### config.mk
export PLATFORM = sky130hd
export DESIGN_NAME = cmul_rr_scheduler
export DESIGN_NICKNAME = d
export VERILOG_FILES = /design/src/rtl/cmul_rr_scheduler.sv
export SDC_FILE = /design/constraint.sdc
export NUM_CORES = 1
export LEC_CHECK = 0
export BUFFER_PORTS_ARGS = -buffer_cell sky130_fd_sc_hd__buf_2
export CORE_AREA = 2 2 302 304
export DETAILED_ROUTE_END_ITERATION = 10
export DIE_AREA = 0 0 304 306
export GPL_ROUTABILITY_DRIVEN = 0
export PLACE_DENSITY = 0.3
export SLEW_MARGIN = 20
export SYNTH_ARGS = -nofsm -noshare
export SYNTH_HDL_FRONTEND = slang
export SYNTH_SLANG_ARGS = --single-unit
### constraint.sdc
create_clock -name clk -period 2.05 [get_ports clk]
set_clock_uncertainty 0.15 [all_clocks]
set_input_delay 0.41 -clock clk [delete_from_list [all_inputs] [get_ports clk]]
set_output_delay 0.41 -clock clk [all_outputs]
set_load 0.05 [all_outputs]
### src/rtl/cmul_rr_scheduler.sv
// cmul_rr_scheduler
//   Round-robin scheduler that shares one pipelined complex multiplier
//   among NUM_REQ requesters. Operand pairs are {real[63:32], imag[31:0]}.
//   One pair is issued per cycle at most. A source tag travels alongside
//   each operation through the multiplier latency. The whole pipeline
//   freezes while a result is held off by the consumer.
//
// Optional feature macro: CMUL_MODE_SEL_EN
//   When it is defined, the block adds per-requester multiply-mode select:
//   req_conj in, mul_conj out, and res_conj out aligned with res_valid.
//   When it is undefined, the multiplier is fixed conjugate-conjugate.
//
// Ports
//   clk, rst_n  clock (rising edge), asynchronous active-low reset
//   req_valid   per-requester operand pair valid
//   req_ready   one-hot grant (transfer on valid & ready)
//   req_a/req_b per-requester operands, requester i at [64*i +: 64]
//   mul_a/mul_b operands muxed from the winner to the multiplier
//   mul_ce      multiplier clock enable
//   mul_result  multiplier output
//   res_valid   result valid; res_ready is the consumer accept
//   res_data    mul_result passed through
//   res_tag     index of the requester that issued the result
//   busy        one or more operations in flight
module cmul_rr_scheduler #(
  parameter int unsigned NUM_REQ     = 4,
  parameter int unsigned MUL_LATENCY = 8
) (
  input  logic                       clk,
  input  logic                       rst_n,
  input  logic [NUM_REQ-1:0]         req_valid,
  output logic [NUM_REQ-1:0]         req_ready,
  input  logic [NUM_REQ*64-1:0]      req_a,
  input  logic [NUM_REQ*64-1:0]      req_b,
`ifdef CMUL_MODE_SEL_EN
  input  logic [NUM_REQ-1:0]         req_conj,
  output logic                       mul_conj,
  output logic                       res_conj,
`endif
  output logic [63:0]                mul_a,
  output logic [63:0]                mul_b,
  output logic                       mul_ce,
  input  logic [63:0]                mul_result,
  output logic                       res_valid,
  input  logic                       res_ready,
  output logic [63:0]                res_data,
  output logic [$clog2(NUM_REQ)-1:0] res_tag,
  output logic                       busy
);

  localparam int unsigned TAG_W = $clog2(NUM_REQ);

  logic [TAG_W-1:0]       ptr;
  logic [TAG_W-1:0]       win;
  logic [TAG_W-1:0]       idx;
  logic [TAG_W-1:0]       sel;
  logic                   found;
  logic                   any_valid;
  logic                   issue;
  logic [MUL_LATENCY-1:0] vld_sr;
  logic [TAG_W-1:0]       tag_sr [MUL_LATENCY];
`ifdef CMUL_MODE_SEL_EN
  logic [MUL_LATENCY-1:0] conj_sr;
`endif

  // Backpressure on a pending result freezes the multiplier and all tracking.
  assign mul_ce    = !(res_valid && !res_ready);
  assign any_valid = |req_valid;
  assign issue     = mul_ce && any_valid;

  // Round-robin search starting just after the last winner, wrapping.
  always_comb begin
    win   = ptr;
    found = 1'b0;
    idx   = '0;
    for (int unsigned k = 1; k <= NUM_REQ; k++) begin
      idx = TAG_W'((32'(ptr) + k) % NUM_REQ);
      if (!found && req_valid[idx]) begin
        win   = idx;
        found = 1'b1;
      end
    end
  end

  // Grant only while running and out of reset, so held requests are not consumed.
  assign req_ready = (issue && rst_n) ? (NUM_REQ'(1) << win) : '0;

  // With no request, ptr still names the last winner, so its operands hold.
  assign sel = any_valid ? win : ptr;

  // Operand mux onto the shared multiplier.
  always_comb begin
    mul_a = '0;
    mul_b = '0;
`ifdef CMUL_MODE_SEL_EN
    mul_conj = 1'b0;
`endif
    for (int i = 0; i < int'(NUM_REQ); i++) begin
      if (TAG_W'(i) == sel) begin
        mul_a = req_a[i*64 +: 64];
        mul_b = req_b[i*64 +: 64];
`ifdef CMUL_MODE_SEL_EN
        mul_conj = req_conj[i];
`endif
      end
    end
  end

  // Pointer and valid/tag shift registers, advancing only with the multiplier.
  always_ff @(posedge clk or negedge rst_n) begin
    if (!rst_n) begin
      ptr    <= TAG_W'(NUM_REQ - 1);
      vld_sr <= '0;
      for (int unsigned i = 0; i < MUL_LATENCY; i++) begin
        tag_sr[i] <= '0;
      end
`ifdef CMUL_MODE_SEL_EN
      conj_sr <= '0;
`endif
    end else if (mul_ce) begin
      if (issue) begin
        ptr <= win;
      end
      vld_sr[0] <= issue;
      tag_sr[0] <= issue ? win : '0;
`ifdef CMUL_MODE_SEL_EN
      conj_sr[0] <= issue ? mul_conj : 1'b0;
`endif
      for (int unsigned i = 1; i < MUL_LATENCY; i++) begin
        vld_sr[i] <= vld_sr[i-1];
        tag_sr[i] <= tag_sr[i-1];
`ifdef CMUL_MODE_SEL_EN
        conj_sr[i] <= conj_sr[i-1];
`endif
      end
    end
  end

  assign res_valid = vld_sr[MUL_LATENCY-1];
  assign res_tag   = tag_sr[MUL_LATENCY-1];
  assign res_data  = mul_result;
  assign busy      = |vld_sr;
`ifdef CMUL_MODE_SEL_EN
  assign res_conj  = conj_sr[MUL_LATENCY-1];
`endif

endmodule

==> results of run 1 <==
-- kinds of logic (layout without fill, tap and decap cells) --
kind of cell / Yosys count / count (layout) / synth area share
AOI/OAI and AO/OA: 267 / 267 / 0.379
muxes: 151 / 151 / 0.252
and+or+nand+nor: 148 / 149 / 0.0948
buffers and inverters: 144 / 818 / 0.167
DFF: 26 / 26 / 0.107
other: 0 / 4 / 0
-- metal layers --
layer | GRT usage | up-vias | wire [um]
met3 | 0.0262 | 82 | 4100
met5 | 0 | - | 11
met1 | 0.0908 | 3968 | 16100
met4 | 0.0452 | 2 | 2820
met2 | 0.160 | 492 | 22900
li1 | - | 4013 | -
-- cell type report --
cell class / instances / share of cell area
clock inverters: 1 / 0.00209
well taps: 1176 / 0.102
inverters: 2 / 0.000523
flip-flops and latches: 26 / 0.0456
multi-input cells: 567 / 0.398
clock buffers: 3 / 0.00523
diodes: 4 / 0.000697
repair buffers: 812 / 0.445
-- stage by stage --
stage / hold slack [ns] / setup slack, ns / instance area (um2) / cells / util
2_1_floorplan: -0.0356 / -0.486 / 6650 / 736 / -
3_3_place_gp: 0.261 / -0.761 / 11500 / 2534 / 0.128
3_5_place_dp: 0.279 / -0.742 / 11500 / 2534 / 0.128
4_1_cts: 0.0503 / -0.923 / 13200 / 2574 / 0.147
5_1_grt: 0.0831 / -1.00 / 14400 / 2587 / 0.160
6_report: 0.0481 / -0.912 / 14400 / 2591 / 0.160
-- timing repair --
| item | CTS | global route |
|---|---|---|
| cloned | 13 | 7 |
| endpoints found under the hold margin | 5 | 0 |
| pin swaps | 23 | 39 |
| setup endpoints to repair | 132 | 134 |
| setup buffers | 22 | 12 |
| hold buffers | 1 | 0 |
| resized for setup | 316 | 203 |
-- layout by cell type, fill, tap and decap left out, types with 2 or more instances in the layout --
cell         n
buf_8       20
mux2i_4     17
mux2i_2     26
dfrtp_1     23
a22o_1       2
a22oi_2    129
a21oi_2     78
mux2i_1     87
a21oi_4     49
nand2_2      4
mux2_2      21
nand2_8      2
buf_2      526
nor2_1       4
nand2_1    125
nor2_4       4
dfstp_2      2
buf_12      42
buf_6      146
buf_16      14
buf_4       56
diode_2      4
a21oi_1      4
clkbuf_16    9
-- flip-flops by register name, indices dropped and copies added (netlist names) --
| name | cells |
|---|---|
| ptr | 2 |
| res_tag | 2 |
| tag_sr | 14 |
| vld_sr | 8 |
-- power by group through the flow --
stage	clock network, mW	logic [mW]	registers, mW
after global placement	0	21.5	0.935
after CTS	0.590	26.0	0.920
after detailed placement	0	21.4	0.938
after global routing	0.610	29.5	0.968
final	0.575	28.2	0.931
after floorplan	0	15.8	0.903
-- how the worst min path moves through the flow --
stage	startpoint	end	slack (ns)	cells past startpoint
floorplan	rst_n	res_tag[0]$_DFFE_PN0N_	-0.04	0
global placement	rst_n	res_tag[1]$_DFFE_PN0N_	0.26	2
detailed placement	rst_n	tag_sr[14]$_DFFE_PN0N_	0.28	2
CTS	rst_n	tag_sr[11]$_DFFE_PN0N_	0.05	2
global route	rst_n	tag_sr[4]$_DFFE_PN0N_	0.08	2
finish	rst_n	vld_sr[7]$_DFFE_PN0N_	0.05	2
==> key figures, run 1 <==
Power and ir drop
  • Leak: 6.21 nW
  • Max VDD drop: 1060 uV
  • Switching fraction of total power: 0.553
  • Internal power: 13.3 mW
  • Total power: 29.7 mW
  • Seq pwr share: 0.031
  • Comb power frac: 0.949
  • Clock share of power: 0.019
  • Pwr Density: 2070 mW/mm2
  • Psw: 16.4 mW

Global routing
  • Largest net degree at the start of global routing: 29
  • GRT overflow: 0
  • GRT Total Usage: 0.0879
  • Initial antenna violation count: 9
  • Vias in the first global route: 9082
  • Global-route wire length before repair: 60900 um

Logic synthesis
  • Largest cells by area after synthesis: mux2i_1 (21%), a22oi_2 (15%), a21oi_2 (10%)
  • Post-synth top cells: mux2i_1 (130), nand2_1 (130), buf_4 (74)
  • Asr flop ratio synth: 1.00
  • Syn Area/Cell: 8.29 um2
  • Area leader, netlist: mux2i_1
  • Post-Syn Nets: 1319
  • Primary FF master, synth: dfrtp_1
  • Register area share after synthesis: 0.107
  • Cell area after synthesis: 0.00610 mm2
  • Synth top area share: 0.213
  • Post-synth EDFFs: 0
  • Yosys reg bits: 26
  • Number of library cell types mapped by synthesis: 30
  • Yosys synthesis warning count: 0
  • Post-Synthesis Cells: 736

Finish
  • Number of fill cells: 10152
  • Nets: 1995
  • FF+latch area: 654 um2
  • Area growth from synthesis to layout: 135%
  • Area of the multi-input gates: 0.00572 mm2
  • Layout cells sized above 1: 0.821

Clocking
  • TritonCTS clock tree: done
  • Clk_lat worst skew: 0.26 ns
  • Clock transition at path regs: 0.07 ns
  • H-tree depth: 1
  • Clock buffer depth: 2
  • Sink Count: 26
  • CTS Buf Count: 3
  • Root Buffer: clkbuf_16

STA
  • Slew margin rel.: 0.746
  • Fmax: 338 MHz
  • Period utilization: 1.44
  • RSZ-0062 raised after global routing: true
  • Final setup fails: 132
  • Fin worst setup slack: -0.912 ns
  • Setup TNS: -109.16 ns
  • Actual slew at the worst max-slew pin: 0.378 ns
  • Final Max Slew Viols: 0
  • Final min period: 2.96 ns
  • Final hold vios: 0

Critical path
  • Kind of critical path: flop to output port
  • Crit path max-delay family: buffers and inverters
  • R2R Path Start: ptr[1]$_DFFE_PN1P_
  • Critical Path Sink Type: output port
  • Critical Path RT: 1.49 ns
  • Critical R2R Capture: ptr[0]$_DFFE_PN1P_
  • Crit-path cells: mux2i_2 -> a22oi_2 -> buf_4 -> and2_4 -> buf_12 -> buf_4 -> a21oi_2 -> a22oi_2 -> buf_12
  • Launch point of the worst path: ptr[1]$_DFFE_PN1P_
  • Worst reg-to-reg setup slack: 0.03 ns
  • Worst EP arrival: 2.40 ns
  • Startpoint types: flop
  • Largest fanout on the critical path: 17
  • Buf+Inv Stages, Crit Path: 4
  • Slowest CP cell: dfstp_2
  • Reg2Reg Depth: 8
  • Crit path largest cell delay: 0.58 ns
  • WP depth: 9
  • Worst setup path end: mul_b[43]

Worst hold path
  • Worst hold-check path type: input port to async pin

Drt
  • Post-route ant nets: 0
  • Number of detailed-route iterations in the first pass: 4
  • Vias post-DR: 8557
  • Via density: 3.30
  • Drt drc: 0
  • Starting DRC count in detailed routing: 329
  • Detailed Route WL: 45900 um
  • Wire per inst: 17.7 um

Floorplan
  • Die Area: 0.0930 mm2
  • Starting Density: 0.0681
  • Die Height: 306 um
  • CORE AREA: 0.0896 mm2
  • Rows: 110
  • Die Wd: 304 um
  • I/O pins: 784

Placed design
  • IO Port Bufs: 655
  • Detailed placement HPWL: 36000 um

Outcome
  • Violated checks: setup timing
  • Outcome: finished with violations

Job
  • Max_cap viols: 0
Note: power is estimated with default switching activity, not from simulation.
==> inputs of run 2 (changes only) <==
--- a/config.mk
+++ b/config.mk
@@ -11,6 +11,7 @@
 export DIE_AREA = 0 0 304 306
 export GPL_ROUTABILITY_DRIVEN = 0
 export PLACE_DENSITY = 0.3
+export RECOVER_POWER = 50
 export SLEW_MARGIN = 20
 export SYNTH_ARGS = -nofsm -noshare
 export SYNTH_HDL_FRONTEND = slang
==> key figures, run 2 (synthesized netlist as in run 1, its figures left out) <==
Floorplan
  • I/O pins: 784
  • Die Area: 0.0930 mm2
  • Die Height: 306 um
  • CORE AREA: 0.0896 mm2
  • Die Wd: 304 um
  • Rows: 110
  • Starting Density: 0.0681

Clocking
  • Clock transition at path regs: 0.07 ns
  • Sink Count: 26
  • Clk_lat worst skew: 0.26 ns
  • TritonCTS clock tree: done
  • Root Buffer: clkbuf_16
  • CTS Buf Count: 3
  • H-tree depth: 1
  • Clock buffer depth: 2

Power and ir drop
  • Comb power frac: 0.949
  • Pwr Density: 2070 mW/mm2
  • Psw: 16.4 mW
  • Max VDD drop: 1060 uV
  • Seq pwr share: 0.031
  • Clock share of power: 0.019
  • Leak: 6.20 nW
  • Internal power: 13.3 mW
  • Switching fraction of total power: 0.553

STA
  • Period utilization: 1.44
  • WHS: 0.351 ns
  • Fin worst setup slack: -0.912 ns
  • Final setup fails: 132
  • Final Max Slew Viols: 0
  • RSZ-0062 raised after global routing: true
  • Slew margin rel.: 0.311
  • Setup TNS: -109.16 ns
  • Final min period: 2.96 ns
  • Fmax: 338 MHz
  • Final hold vios: 0
  • Actual slew at the worst max-slew pin: 1.03 ns

Drt
  • Number of detailed-route iterations in the first pass: 4
  • Wire per inst: 17.7 um
  • Post-route ant nets: 0
  • Via density: 3.30
  • Metal1 wirelength: 16100 um
  • Detail Route met2 WL: 22900 um
  • Detailed Route WL: 45900 um
  • Vias post-DR: 8557
  • Top routing layer in use: met5
  • Drt drc: 0
  • Starting DRC count in detailed routing: 328
  • Met3 wire length: 4100 um

Finish
  • Highest-count cells in the layout ignoring fill and taps: buf_2 (525), buf_6 (146), a22oi_2 (129), nand2_1 (125), mux2i_1 (87)
  • Design area: 0.0144 mm2
  • Post-route insts no fill: 2591
  • Nets: 1995
  • Final core occ: 0.160
  • Max reg flops: 14
  • Area growth from synthesis to layout: 135%
  • Layout cells sized above 1: 0.820
  • Largest reg by FF count: tag_sr
  • Top flop regs: tag_sr: 14 flops, vld_sr: 8 flops
  • Commonest non-fill, non-tap cell in the layout: buf_2

Placed design
  • IO Port Bufs: 655
  • Detailed placement HPWL: 36000 um
  • Placed insts: 2534
  • DP Area: 0.0115 mm2

Outcome
  • Outcome: finished with violations
  • Violated checks: setup timing

Critical path
  • Worst EP arrival: 2.40 ns
  • Crit path largest cell delay: 0.58 ns
  • Critical Path RT: 1.49 ns
  • Critical Path Sink Type: output port
  • Worst reg-to-reg setup slack: 0.03 ns
  • Largest fanout on the critical path: 17
  • Slowest CP cell: dfstp_2
  • Crit-path cells: mux2i_2 -> a22oi_2 -> buf_4 -> and2_4 -> buf_12 -> buf_4 -> a21oi_2 -> a22oi_2 -> buf_12
  • Kind of critical path: flop to output port
  • Startpoint types: flop
  • Reg2Reg Depth: 8

Global routing
  • Largest net degree at the start of global routing: 29
  • GRT Total Usage: 0.0879
  • GRT overflow: 0
  • Initial antenna violation count: 9
  • Global-route wire length before repair: 60900 um
  • Vias in the first global route: 9082

Worst hold path
  • Hold path depth: 1
  • Worst hold-check path type: flop to flop

Job
  • Max_cap viols: 0
run 2: timing repair:
item | 4_1_cts | 5_1_grt
cloned | 13 | 7
endpoints found under the setup margin | 132 | 134
hold buffers | 1 | 0
resized for setup | 316 | 203
endpoints found under the hold margin | 5 | 0
setup buffers | 22 | 12
pin swaps | 23 | 39
run 2: final timing paths:
check | start | end
min in group asynchronous | rst_n | vld_sr[7]$_DFFE_PN0N_
hold / removal | vld_sr[6]$_DFFE_PN0N_ | vld_sr[7]$_DFFE_PN0N_
setup / recovery | ptr[1]$_DFFE_PN1P_ | mul_b[43]
max in group asynchronous | rst_n | vld_sr[7]$_DFFE_PN0N_
setup reg to reg | ptr[1]$_DFFE_PN1P_ | ptr[0]$_DFFE_PN1P_
hold reg to reg | vld_sr[6]$_DFFE_PN0N_ | vld_sr[7]$_DFFE_PN0N_
run 2: power groups by stage:
stage / combinational, mW / clock (mW) / sequential, mW
6_report: 28.2 / 0.575 / 0.931
5_1_grt: 29.5 / 0.610 / 0.968
4_1_cts: 26.0 / 0.590 / 0.920
3_5_place_dp: 21.4 / 0 / 0.938
3_3_place_gp: 21.5 / 0 / 0.935
2_1_floorplan: 15.8 / 0 / 0.903
run 2: worst max-delay path: cells and delay by family (launching register included):
kind | cells | cell delay, ns
muxes | 1 | 0.08
AOI/OAI and AO/OA | 3 | 0.51
and+or+nand+nor | 1 | 0.21
DFF | 1 | 0.58
buffers and inverters | 4 | 0.71
run 2: metrics by stage:
| step | worst slack [ns] | total power [mW] |
|---|---|---|
| final | -0.912 | 29.7 |
| after global routing | -1.00 | 31.0 |
| after CTS | -0.923 | 27.5 |
| after detailed placement | -0.742 | 22.4 |
| after global placement | -0.761 | 22.4 |
| after floorplan | -0.486 | 16.7 |
run 2: layout make-up:
| cell class | count | area, um2 |
|---|---|---|
| sequential | 26 | 654 |
| inverter | 2 | 7.51 |
| tap | 1176 | 1470 |
| clock buffer | 3 | 75.1 |
| multi-input combinational | 567 | 5720 |
| timing repair buffer | 812 | 6390 |
| antenna | 4 | 10.0 |
| fill | 10152 | 75200 |
| clock inverter | 1 | 30.0 |
run 2: per-layer routing:
| layer | GRT usage | vias to the layer above |
|---|---|---|
| met4 | 0.0452 | 2 |
| li1 | - | 4013 |
| met2 | 0.160 | 492 |
| met5 | 0 | - |
| met1 | 0.0908 | 3968 |
| met3 | 0.0262 | 82 |
==> inputs of run 3 (changes only) <==
--- a/config.mk
+++ b/config.mk
@@ -12,6 +12,7 @@
 export GPL_ROUTABILITY_DRIVEN = 0
 export PLACE_DENSITY = 0.3
 export RECOVER_POWER = 50
+export SETUP_SLACK_MARGIN = 0.5
 export SLEW_MARGIN = 20
 export SYNTH_ARGS = -nofsm -noshare
 export SYNTH_HDL_FRONTEND = slang
==> constraint.sdc (replaced) <==
create_clock -name clk -period 3.3 [get_ports clk]
set_clock_uncertainty 0.15 [all_clocks]
set_input_delay 0.66 -clock clk [delete_from_list [all_inputs] [get_ports clk]]
set_output_delay 0.66 -clock clk [all_outputs]
set_load 0.05 [all_outputs]
==> key figures, run 3 (synthesized netlist as in run 1, its figures left out) <==
Outcome
  • Outcome: finished clean

Drt
  • Post-route ant nets: 0
  • Via density: 3.27
  • Top routing layer in use: met5
  • Number of detailed-route iterations in the first pass: 4
  • Vias post-DR: 8338
  • Detailed Route WL: 40500 um
  • Drt drc: 0
  • Detail Route met2 WL: 20600 um
  • Met3 wire length: 3170 um
  • Starting DRC count in detailed routing: 341
  • Wire per inst: 15.9 um
  • Metal1 wirelength: 15600 um

Worst hold path
  • Worst hold-check path type: flop to flop

Floorplan
  • Starting Density: 0.0681
  • Die Area: 0.0930 mm2
  • I/O pins: 784
  • Die Height: 306 um
  • Die Wd: 304 um
  • CORE AREA: 0.0896 mm2
  • Rows: 110

Finish
  • Highest-count cells in the layout ignoring fill and taps: buf_2 (519), a22oi_2 (129), nand2_1 (125), buf_6 (106), a21oi_2 (99)
  • Nets: 1959
  • Design area: 0.0132 mm2
  • Area of the multi-input gates: 0.00530 mm2
  • Number of fill cells: 10228
  • Area growth from synthesis to layout: 117%
  • Max reg flops: 14
  • Top flop regs: tag_sr: 14 flops, vld_sr: 8 flops
  • Commonest non-fill, non-tap cell in the layout: buf_2
  • Post-route insts no fill: 2553
  • Largest reg by FF count: tag_sr
  • Layout cells sized above 1: 0.813
  • FF+latch area: 653 um2

STA
  • WHS: 0.353 ns
  • RSZ-0062 raised after global routing: true
  • Period utilization: 0.975
  • Final hold vios: 0
  • Slew margin rel.: 0.0381
  • Final setup fails: 0
  • Fmax: 311 MHz
  • Fin worst setup slack: 0.0839 ns
  • Final Max Slew Viols: 0
  • Final min period: 3.22 ns
  • Actual slew at the worst max-slew pin: 1.44 ns

Clocking
  • CTS Buf Count: 3
  • Clock transition at path regs: 0.07 ns
  • Root Buffer: clkbuf_16
  • H-tree depth: 1
  • Sink Count: 26
  • Clock buffer depth: 2
  • TritonCTS clock tree: done
  • Clk_lat worst skew: 0.26 ns
  • Hold-fix buffers, CTS: 0

Global routing
  • Global-route wire length before repair: 55400 um
  • GRT Total Usage: 0.0784
  • GRT overflow: 0
  • Largest net degree at the start of global routing: 29
  • Initial antenna violation count: 16
  • Vias in the first global route: 8677

Power and ir drop
  • Total power: 16.6 mW
  • Max VDD drop: 590 uV
  • Leak: 5.74 nW
  • Pwr Density: 1250 mW/mm2

Job
  • Max_cap viols: 0

Placed design
  • DP Area: 0.0113 mm2
  • Setup WS pre-CTS: 0.0137 ns
  • IO Port Bufs: 655
  • Placed insts: 2513
  • Detailed placement HPWL: 33100 um

Critical path
  • Startpoint types: flop
  • Largest fanout on the critical path: 9
  • Slowest CP cell: dfstp_2
  • Worst reg-to-reg setup slack: 1.07 ns
  • Kind of critical path: flop to output port
  • Crit path largest cell delay: 0.57 ns
  • Crit path max-delay family: buffers and inverters
  • Critical Path RT: 2.49 ns
  • Buf+Inv Stages, Crit Path: 5
  • Critical Path Sink Type: output port
  • Worst EP arrival: 2.41 ns
  • Crit-path cells: mux2i_1 -> a22oi_2 -> buf_4 -> nand2_8 -> buf_12 -> buf_16 -> buf_16 -> mux2i_2 -> a22oi_2 -> buf_4
## run 3: cell count changes in the layout (fill, tap and decap cells not counted), moves of 5 or more
cell / change
buf_4: +25
mux2i_2: +37
buf_6: -40
mux2i_1: -29
clkbuf_1: +6
buf_8: -8
clkbuf_4: +5
a21oi_4: -45
buf_2: -6
a21oi_2: +21
mux2i_4: -8
a21oi_1: +24
buf_12: -16
## run 3: where the power goes
group          switching (mW)  internal (mW)  total [mW]
clock network           0.109          0.241       0.351
logic                    9.14           6.50        15.6
registers              0.0957          0.481       0.576
## run 3: area by class of cell
type | instances | share of cell area
repair buffers | 777 | 0.430
multi-input cells | 566 | 0.401
well taps | 1176 | 0.111
flip-flops and latches | 26 | 0.0493
clock buffers | 3 | 0.00567
clock inverters | 1 | 0.00227
inverters | 2 | 0.000567
diodes | 2 | 0.000378
## run 3: per-stage QoR
step	utilization	TNS [ns]
floorplan	-	0
global placement	0.126	0
detailed placement	0.126	0
CTS	0.138	0
global route	0.148	-0.0541
finish	0.148	0
## run 3: path summary, 6_finish.rpt
kind	cells after the start	endpoint	startpoint
min in group asynchronous	2	tag_sr[11]$_DFFE_PN0N_	rst_n
max	10	mul_a[12]	ptr[1]$_DFFE_PN1P_
max reg2reg	3	tag_sr[4]$_DFFE_PN0N_	vld_sr[7]$_DFFE_PN0N_
min	1	tag_sr[2]$_DFFE_PN0N_	tag_sr[4]$_DFFE_PN0N_
max in group asynchronous	2	vld_sr[0]$_DFFE_PN0N_	rst_n
min reg2reg	1	tag_sr[2]$_DFFE_PN0N_	tag_sr[4]$_DFFE_PN0N_
## run 3: repair_timing
| item | CTS | global route |
|---|---|---|
| gates cloned | 8 | 4 |
| setup buffers | 7 | 15 |
| resized for setup | 224 | 166 |
| endpoints found under the setup margin | 132 | 132 |
| pin swaps | 18 | 21 |
## run 3: routing by layer
metal	vias up	GRT usage
met1	3873	0.0877
met4	8	0.0172
li1	3924	-
met3	70	0.0212
met5	-	0
met2	463	0.147
